[src/rtl/clock_pkg.sv]
// Shared constants and types for the digital clock front-end.
// Latency: n/a (declarations only).
// Backpressure: n/a.
package clock_pkg;

  // Button index positions inside the per-button vectors
  localparam int BTN_MODE = 0;
  localparam int BTN_SEL  = 1;
  localparam int BTN_INC  = 2;
  localparam int BTN_STOP = 3;
  localparam int NUM_BTN  = 4;

  // Auto-repeat state machine encoding for the inc button
  typedef enum logic [1:0] {
    RPT_IDLE   = 2'd0,
    RPT_WAIT   = 2'd1,
    RPT_REPEAT = 2'd2
  } rpt_state_t;

endpackage : clock_pkg

[src/rtl/debounce_cell.sv]
// One push-button channel: 2-FF synchronizer, counting debouncer, press pulse.
// Latency: raw rise before edge k -> press high in the cycle after edge k+1+DB_CYCLES.
// Backpressure: none; the press pulse is a single-cycle strobe.
module debounce_cell
  import clock_pkg::*;
#(
  parameter int DB_CYCLES = 3,
  parameter int CNT_W     = 8
) (
  input  logic clk,
  input  logic rst,
  input  logic raw,
  output logic stable,
  output logic press
);

  localparam logic [CNT_W-1:0] DB_LAST = CNT_W'(DB_CYCLES - 1);

  logic             s1;
  logic             s2;
  logic [CNT_W-1:0] dcnt;

  // Two-flop synchronizer; only s2 is trusted downstream
  always_ff @(posedge clk) begin
    if (!rst) begin
      s1 <= 1'b0;
      s2 <= 1'b0;
    end else begin
      s1 <= raw;
      s2 <= s1;
    end
  end

  // Flip the stable level only after DB_CYCLES consecutive disagreeing samples;
  // the press strobe is loaded on the same edge the level rises
  always_ff @(posedge clk) begin
    if (!rst) begin
      stable <= 1'b0;
      dcnt   <= '0;
      press  <= 1'b0;
    end else begin
      press <= 1'b0;
      if (s2 == stable) begin
        dcnt <= '0;
      end else if (dcnt == DB_LAST) begin
        stable <= s2;
        dcnt   <= '0;
        press  <= s2;
      end else begin
        dcnt <= dcnt + 1'b1;
      end
    end
  end

endmodule : debounce_cell

[src/rtl/button_conditioner.sv]
// Conditions four raw buttons into clean press pulses, with hold-to-repeat on inc.
// Latency: press pulse DB_CYCLES+2 edges after the raw rise; first repeat REPEAT_DELAY after the press.
// Backpressure: none; outputs are single-cycle strobes consumed by the clock core.
module button_conditioner
  import clock_pkg::*;
#(
  parameter int DB_CYCLES     = 3,
  parameter int REPEAT_DELAY  = 8,
  parameter int REPEAT_PERIOD = 4,
  parameter int CNT_W         = 8
) (
  input  logic clk,
  input  logic rst,
  input  logic btn_mode_raw,
  input  logic btn_sel_raw,
  input  logic btn_inc_raw,
  input  logic btn_stop_raw,
  output logic mode,
  output logic sel,
  output logic inc,
  output logic stop_alarm,
  output logic any_held
);

  localparam logic [CNT_W-1:0] DELAY_LAST  = CNT_W'(REPEAT_DELAY - 1);
  localparam logic [CNT_W-1:0] PERIOD_LAST = CNT_W'(REPEAT_PERIOD - 1);

  logic [NUM_BTN-1:0] raw_vec;
  logic [NUM_BTN-1:0] stable_vec;
  logic [NUM_BTN-1:0] press_vec;

  rpt_state_t         rpt_state;
  logic [CNT_W-1:0]   hcnt;
  logic               stable_inc;
  logic               rpt_fire;
  logic               mode_press;

  assign raw_vec[BTN_MODE] = btn_mode_raw;
  assign raw_vec[BTN_SEL]  = btn_sel_raw;
  assign raw_vec[BTN_INC]  = btn_inc_raw;
  assign raw_vec[BTN_STOP] = btn_stop_raw;

  for (genvar i = 0; i < NUM_BTN; i++) begin : g_db
    debounce_cell #(
      .DB_CYCLES (DB_CYCLES),
      .CNT_W     (CNT_W)
    ) u_db (
      .clk    (clk),
      .rst    (rst),
      .raw    (raw_vec[i]),
      .stable (stable_vec[i]),
      .press  (press_vec[i])
    );
  end

  assign stable_inc = stable_vec[BTN_INC];
  assign mode_press = press_vec[BTN_MODE];

  // Hold-to-repeat sequencer: wait REPEAT_DELAY after the press, then every
  // REPEAT_PERIOD; any release drops straight back to idle
  always_ff @(posedge clk) begin
    if (!rst) begin
      rpt_state <= RPT_IDLE;
      hcnt      <= '0;
    end else begin
      case (rpt_state)
        RPT_IDLE: begin
          if (press_vec[BTN_INC]) begin
            rpt_state <= RPT_WAIT;
            hcnt      <= '0;
          end
        end
        RPT_WAIT: begin
          if (!stable_inc) begin
            rpt_state <= RPT_IDLE;
            hcnt      <= '0;
          end else if (hcnt == DELAY_LAST) begin
            rpt_state <= RPT_REPEAT;
            hcnt      <= '0;
          end else begin
            hcnt <= hcnt + 1'b1;
          end
        end
        RPT_REPEAT: begin
          if (!stable_inc) begin
            rpt_state <= RPT_IDLE;
            hcnt      <= '0;
          end else if (hcnt == PERIOD_LAST) begin
            hcnt <= '0;
          end else begin
            hcnt <= hcnt + 1'b1;
          end
        end
        default: begin
          rpt_state <= RPT_IDLE;
          hcnt      <= '0;
        end
      endcase
    end
  end

  // A repeat strobe is due in the cycle the hold counter sits on its terminal
  // value while the button is still down
  always_comb begin
    rpt_fire = 1'b0;
    if (stable_inc) begin
      case (rpt_state)
        RPT_WAIT:   rpt_fire = (hcnt == DELAY_LAST);
        RPT_REPEAT: rpt_fire = (hcnt == PERIOD_LAST);
        default:    rpt_fire = 1'b0;
      endcase
    end
  end

  // Level summary for the clock core, one cycle behind the debounced levels
  always_ff @(posedge clk) begin
    if (!rst) begin
      any_held <= 1'b0;
    end else begin
      any_held <= |stable_vec;
    end
  end

  // Outputs are decoded from registered strobes and state only. A mode press
  // masks sel/inc for that cycle so a mode change never adjusts a field; the
  // masked repeat is simply lost and the repeat cadence carries on unchanged.
  assign mode       = mode_press;
  assign stop_alarm = press_vec[BTN_STOP];
  assign sel        = press_vec[BTN_SEL] & ~mode_press;
  assign inc        = (press_vec[BTN_INC] | rpt_fire) & ~mode_press;

endmodule : button_conditioner

[config.mk]
export PLATFORM = sky130hd
export DESIGN_NAME = button_conditioner
export DESIGN_NICKNAME = d
export VERILOG_FILES = /design/src/rtl/clock_pkg.sv /design/src/rtl/debounce_cell.sv /design/src/rtl/button_conditioner.sv
export SDC_FILE = /design/constraint.sdc
export NUM_CORES = 1
export LEC_CHECK = 0
export CAP_MARGIN = 20
export CORE_MARGIN = 2
export CORE_UTILIZATION = 64
export DETAILED_ROUTE_END_ITERATION = 8
export PLACE_DENSITY_LB_ADDON = 0.2
export REMOVE_ABC_BUFFERS = 1
export SETUP_SLACK_MARGIN = 0.02
export SLEW_MARGIN = 15
export SYNTH_ARGS = -nofsm -noshare
export SYNTH_HDL_FRONTEND = slang
export SYNTH_SLANG_ARGS = --single-unit
[constraint.sdc]
create_clock -name clk -period 4.6 [get_ports clk]
set_input_delay 0.69 -clock clk [delete_from_list [all_inputs] [get_ports clk]]
set_output_delay 0.69 -clock clk [all_outputs]
set_load 0.005 [all_outputs]
Word-level counts from Yosys, hierarchy flattened
Cells that the tools add are included.

Multiply operators: 0. Shift operators: 0. Muxes and demuxes: 13. Equality and inequality tests: 15. $lt $le $gt $ge: 0. Bitwise logic cells: 13. Add/subtract/negate cells: 5. Reduce and logical (&&, ||, !) cells: 15. Divide/modulo/power cells: 0.

Operator list (count): $add 8x1->8 const B (5); $eq 8x2->1 const B (5); $mux 8 (5); $pmux 8 s3 (1); $reduce_or 3->1 (8); $not 1->1 (10); $eq 8x3->1 const B (1); $mux 2 (4); $reduce_and 2->1 (4); $pmux 2 s3 (1); $eq 1x1->1 (4); $reduce_or 4->1 (1); $ne 3x3->1 const B (1); $reduce_and 3->1 (1); $and 1x1->1 (2); $eq 2x1->1 const B (1); $eq 2x2->1 const B (1); $logic_not 2->1 (1); $ne 2x1->1 const B (1); $ne 2x2->1 const B (1); $pmux 1 s2 (1); $mux 1 (1); $or 1x1->1 (1).

Output and inout bits: 5. Word-level logic and storage cells: 84. Input bits: 6. Register bits after elaboration: 59. RAM bits: 0. Memories: 0. Bits in latches: 0. Bits in read-only memories: 0.

Depth between registers and ports, before layout
Word-level depth: 5. Depth in mapped cells: 7. Depth with buffers taken out: 6.

Modules after synthesis
Synthesis repeated with hierarchy kept, for this count alone.

Cells, all modules: 293. Area total of the unflattened synthesis: 2651.3 um^2.

By module, submodules not included: debounce_cell (area an instance 476.7 um^2, cells an instance 51, times used 4); button_conditioner (area an instance 744.5 um^2, cells an instance 89, times used 1).

Worst setup path before layout
OpenSTA, ideal clock, no wires.

Path kind: flip-flop to output port. Start point: register hcnt[0]. End point: output port inc. Required time: 3.910 ns. Setup slack: 2.846 ns. Cell stages (with the launch flop): 5. Path buffers: 0. Data arrival time: 1.064 ns. Cell sequence: dfxtp_1 > ha_1 > nor2b_1 > a31oi_1 > nor2_1.

Longest elaborated chain between the ends: 5. Elaborated cells on any way between the ends: 6. Those cells by class: eq/ne: 2; mux: 2; bitwise: 2.

Ends and longest elaborated chain: start: declaration (line button_conditioner.sv:33) `logic [CNT_W-1:0] hcnt;`; start signal: assignment (line button_conditioner.sv:81) `hcnt <= hcnt + 1'b1;`; start signal: assignment (line button_conditioner.sv:91) `hcnt <= hcnt + 1'b1;`; $eq 8x2->1 / $eq 8x3->1 (equally long branches) (line button_conditioner.sv:109, button_conditioner.sv:108); $pmux 1 s2 (*) (line button_conditioner.sv:107) `case (rpt_state)`; $mux 1 (*) (line button_conditioner.sv:106) `if (stable_inc) begin`; $or 1x1->1 (*) (line button_conditioner.sv:130) `assign inc = (press_vec[BTN_INC] | rpt_fire) & ~mode_press;`; $and 1x1->1 (*) (line button_conditioner.sv:130); end: declaration (line button_conditioner.sv:20) `output logic inc,`.

Mark *: on every way between the ends. The rest lies on a longest branch, timed or not.

Final worst setup path
Same ends and word-level chain as after synthesis.

==> run_results.csv <==
group,metric,value,unit
status,outcome,"complete, no violations",
critical_path,cp_slowest_cell,"clkdlybuf4s50_1",
pwr,power_density,356.7,mW/mm2
critical_path,cp_cell_sequence,"ha_1, nor2b_1, a31oi_1, nor2_1, clkdlybuf4s50_1",
synthesis,synth_seq_cells,59,
critical_path,crit_path_max_incr_delay,520,ps
place,dpl.hpwl,2.842,mm
timing,tightest_slew,824.6,ps
clock_tree,cts-root-buf,"clkbuf_8",
synthesis,syn_area,0.002585,mm2
clock_tree,tritoncts,"built",
clock_tree,cts_hold_buffers,0,
timing,fin_crit,2738,ps
worst_hold_path,min_path_cells,1,
timing,clock_skew,5.041,ps
critical_path,arrival,2050,ps
run,drv_cap,0,
floorplanning,die_y,67.56,um
pwr,vdd_drop_max,0.2305,mV
critical_path,worstSetupPathType,"register to output port",
floorplanning,coreArea,0.003943,mm2
clock_tree,clock-sinks,59,
timing,rsz0062_at_grt,"no",
routing,drc,0,
routing,wl_per_cell,12.12,um
critical_path,worst-path-max-fanout,5,
synthesis,ys.flop_type,"dfxtp_1",
floorplanning,die_w,67.56,um
global_routing,grt_pass1_wl,6.893,mm
floorplanning,io_pins,11,
clock_tree,clkTransAtPathRegs,60,ps
clock_tree,cts_resized,0,
routing,drt_pass1_iterations,4,
routing,drtIter0Drc,96,
synthesis,synth_edf_count,0,
timing,fin_setup_tns,0,ps
place,io_buffers,10,
global_routing,grt_pass1_vias,1655,
layout,final_nets,311,
layout,antenna_cells,0,
synthesis,postSynthAreaPerCell,9.298,um2
worst_hold_path,min_path_type,"register to register",
floorplanning,start_util,65.57,%
synthesis,synth_area_leaders,"dfxtp_1 (46%), xor2_1 (6.4%), nor2_1 (6.0%), ha_1 (5.8%), nand3_1 (5.6%)",
global_routing,grt_usage,20.65,%
place,preCtsSetupSlack,2118,ps
global_routing,grt_max_degree,30,
global_routing,grt_remaining_overflow,0,
routing,wl,4.207,mm
floorplanning,rows,23,
synthesis,synth.distinct_cells,37,
routing,ant_nets,0,
layout,finish.utilization,73.12,%
clock_tree,clockBufferDepth,2,
timing,whs,434.5,ps
timing,max_freq,365.2,MHz
synthesis,yosysWarnings,0,
synthesis,yosysTopAreaCell,"dfxtp_1",
place,gp_congestion,0.7685,
clock_tree,numCtsBuffers,9,
timing,slew_violations,0,
critical_path,critPathCaptureType,"output port",
critical_path,r2r_cells,6,
pwr,p_leak,0.001076,uW
clock_tree,clk_latency,330,ps
synthesis,async_flop_share,0,%
synthesis,synthCells,278,
synthesis,synth_top_area_share,45.69,%
layout,drive_gt1_share,6.734,%
floorplanning,dieArea,0.004564,mm2
global_routing,antenna_found_initial,0,
synthesis,synth.yosys.seq_area_share,45.69,%
critical_path,cp.required,3910,ps
timing,fin_crit_sh,59.53,%
timing,slew_headroom,44.86,%
clock_tree,post_cts_buffers,0,
timing,final_hold_viol_count,0,
clock_tree,htreeDepth,3,
timing,setup_violations,0,
timing,setup_ws,1862,ps
routing,post_drt_via_cell_ratio,5.392,
routing,routed-via-count,1871,
critical_path,startpoint_type,"register",
layout,area_delta_synth_final,11.52,%
flip-flops by register name, indices dropped and copies added (netlist names):
register,flops
g_db.u_db.stable,4
g_db.u_db.s1,4
g_db.u_db.press,4
g_db.u_db.s2,4
g_db.u_db.dcnt,32
hcnt,8
any_held,1
rpt_state,2
placed cells by master, fill, tap and decap left out, drive strengths merged:
master / instances
dfxtp: 59
nor2: 41
nand3: 30
nand2: 22
xor2: 19
clkbuf: 13
ha: 12
and2: 10
clkdlybuf4s50: 10
xnor2: 9
nor3: 9
and3: 8
nor2b: 7
inv: 6
mux2i: 6
a21boi: 4
nand4: 3
o31ai: 3
o211ai: 3
nor4: 3
nor4b: 2
and4: 2
nand2b: 2
a21oi: 2
o21ai: 2
a31oi: 2
a22oi: 1
o32ai: 1
or4: 1
o311ai: 1
o41a: 1
clkinvlp: 1
clkinv: 1
buf: 1
stage by stage:
stage	total power, uW	instances	cell area [um2]
5_1_grt	1072	347	2883
3_3_place_gp	643.3	332	2721
2_1_floorplan	619.0	271	2551
3_5_place_dp	646.2	332	2721
6_report	1028	347	2883
4_1_cts	1039	347	2883
power breakdown:
part	internal, uW	switching, uW	leakage [uW]	total, uW
logic	40.8	68.3	0.000519	109
clock network	207	185	0.0000795	392
registers	520	6.87	0.000477	527
metal layers:
layer / GRT usage [%] / up-vias / routed length (um)
met4: 9.949 / 0 / 79
met3: 7.000 / 8 / 147
li1: - / 982 / -
met5: 0 / - / 0
met1: 24.19 / 859 / 2024
met2: 33.70 / 22 / 1955
synthesized netlist by cell type (all sizes together) (4+ instances only):
library cell and instances:
xnor2 9, nand2 22, inv 6, xor2 19
dfxtp 59, nand3 30, mux2i 6, a21boi 4
buf 4, nor2 41, nor3 9, and2 10
and3 8, nor2b 7, ha 12
worst max-delay path, delay by kind of cell, from the launching register on:
family,cells,cell delay (ps)
buf+inv,1,520
simple gates,2,430
flops,1,390
fa+ha+maj,1,250
compound gates,1,130
path summary, 6_finish.rpt:
path	startpoint	end	slack (ps)
setup / recovery	hcnt[0]$_SDFFE_PN0P_	inc	1860
setup reg to reg	rpt_state[0]$_SDFFE_PN0P_	rpt_state[1]$_SDFFE_PN0P_	2730
hold / removal	g_db[0].u_db.s1$_SDFF_PN0_	g_db[0].u_db.s2$_SDFF_PN0_	430
hold reg to reg	g_db[0].u_db.s1$_SDFF_PN0_	g_db[0].u_db.s2$_SDFF_PN0_	430
area by class of cell:
type,count,area [um2]
flip-flops and latches,59,1181
well taps,50,62.56
clock inverters,2,12.51
fillers,286,1060
multi-input cells,206,1348
inverters,6,22.52
clock buffers,13,148.9
repair buffers,11,107.6
logic make-up (layout without fill, tap and decap cells):
logic type	Yosys count	count (layout)	share of synthesized area, %
xor gates and xnor gates	28	28	9.487
muxes	6	6	2.323
adders and majority gates	12	12	5.808
buffers and inverters	13	32	2.178
AOI/OAI and AO/OA	20	20	6.922
DFF	59	59	45.69
and+or+nand+nor	140	140	27.59
Note: power is estimated with default switching activity, not from simulation.
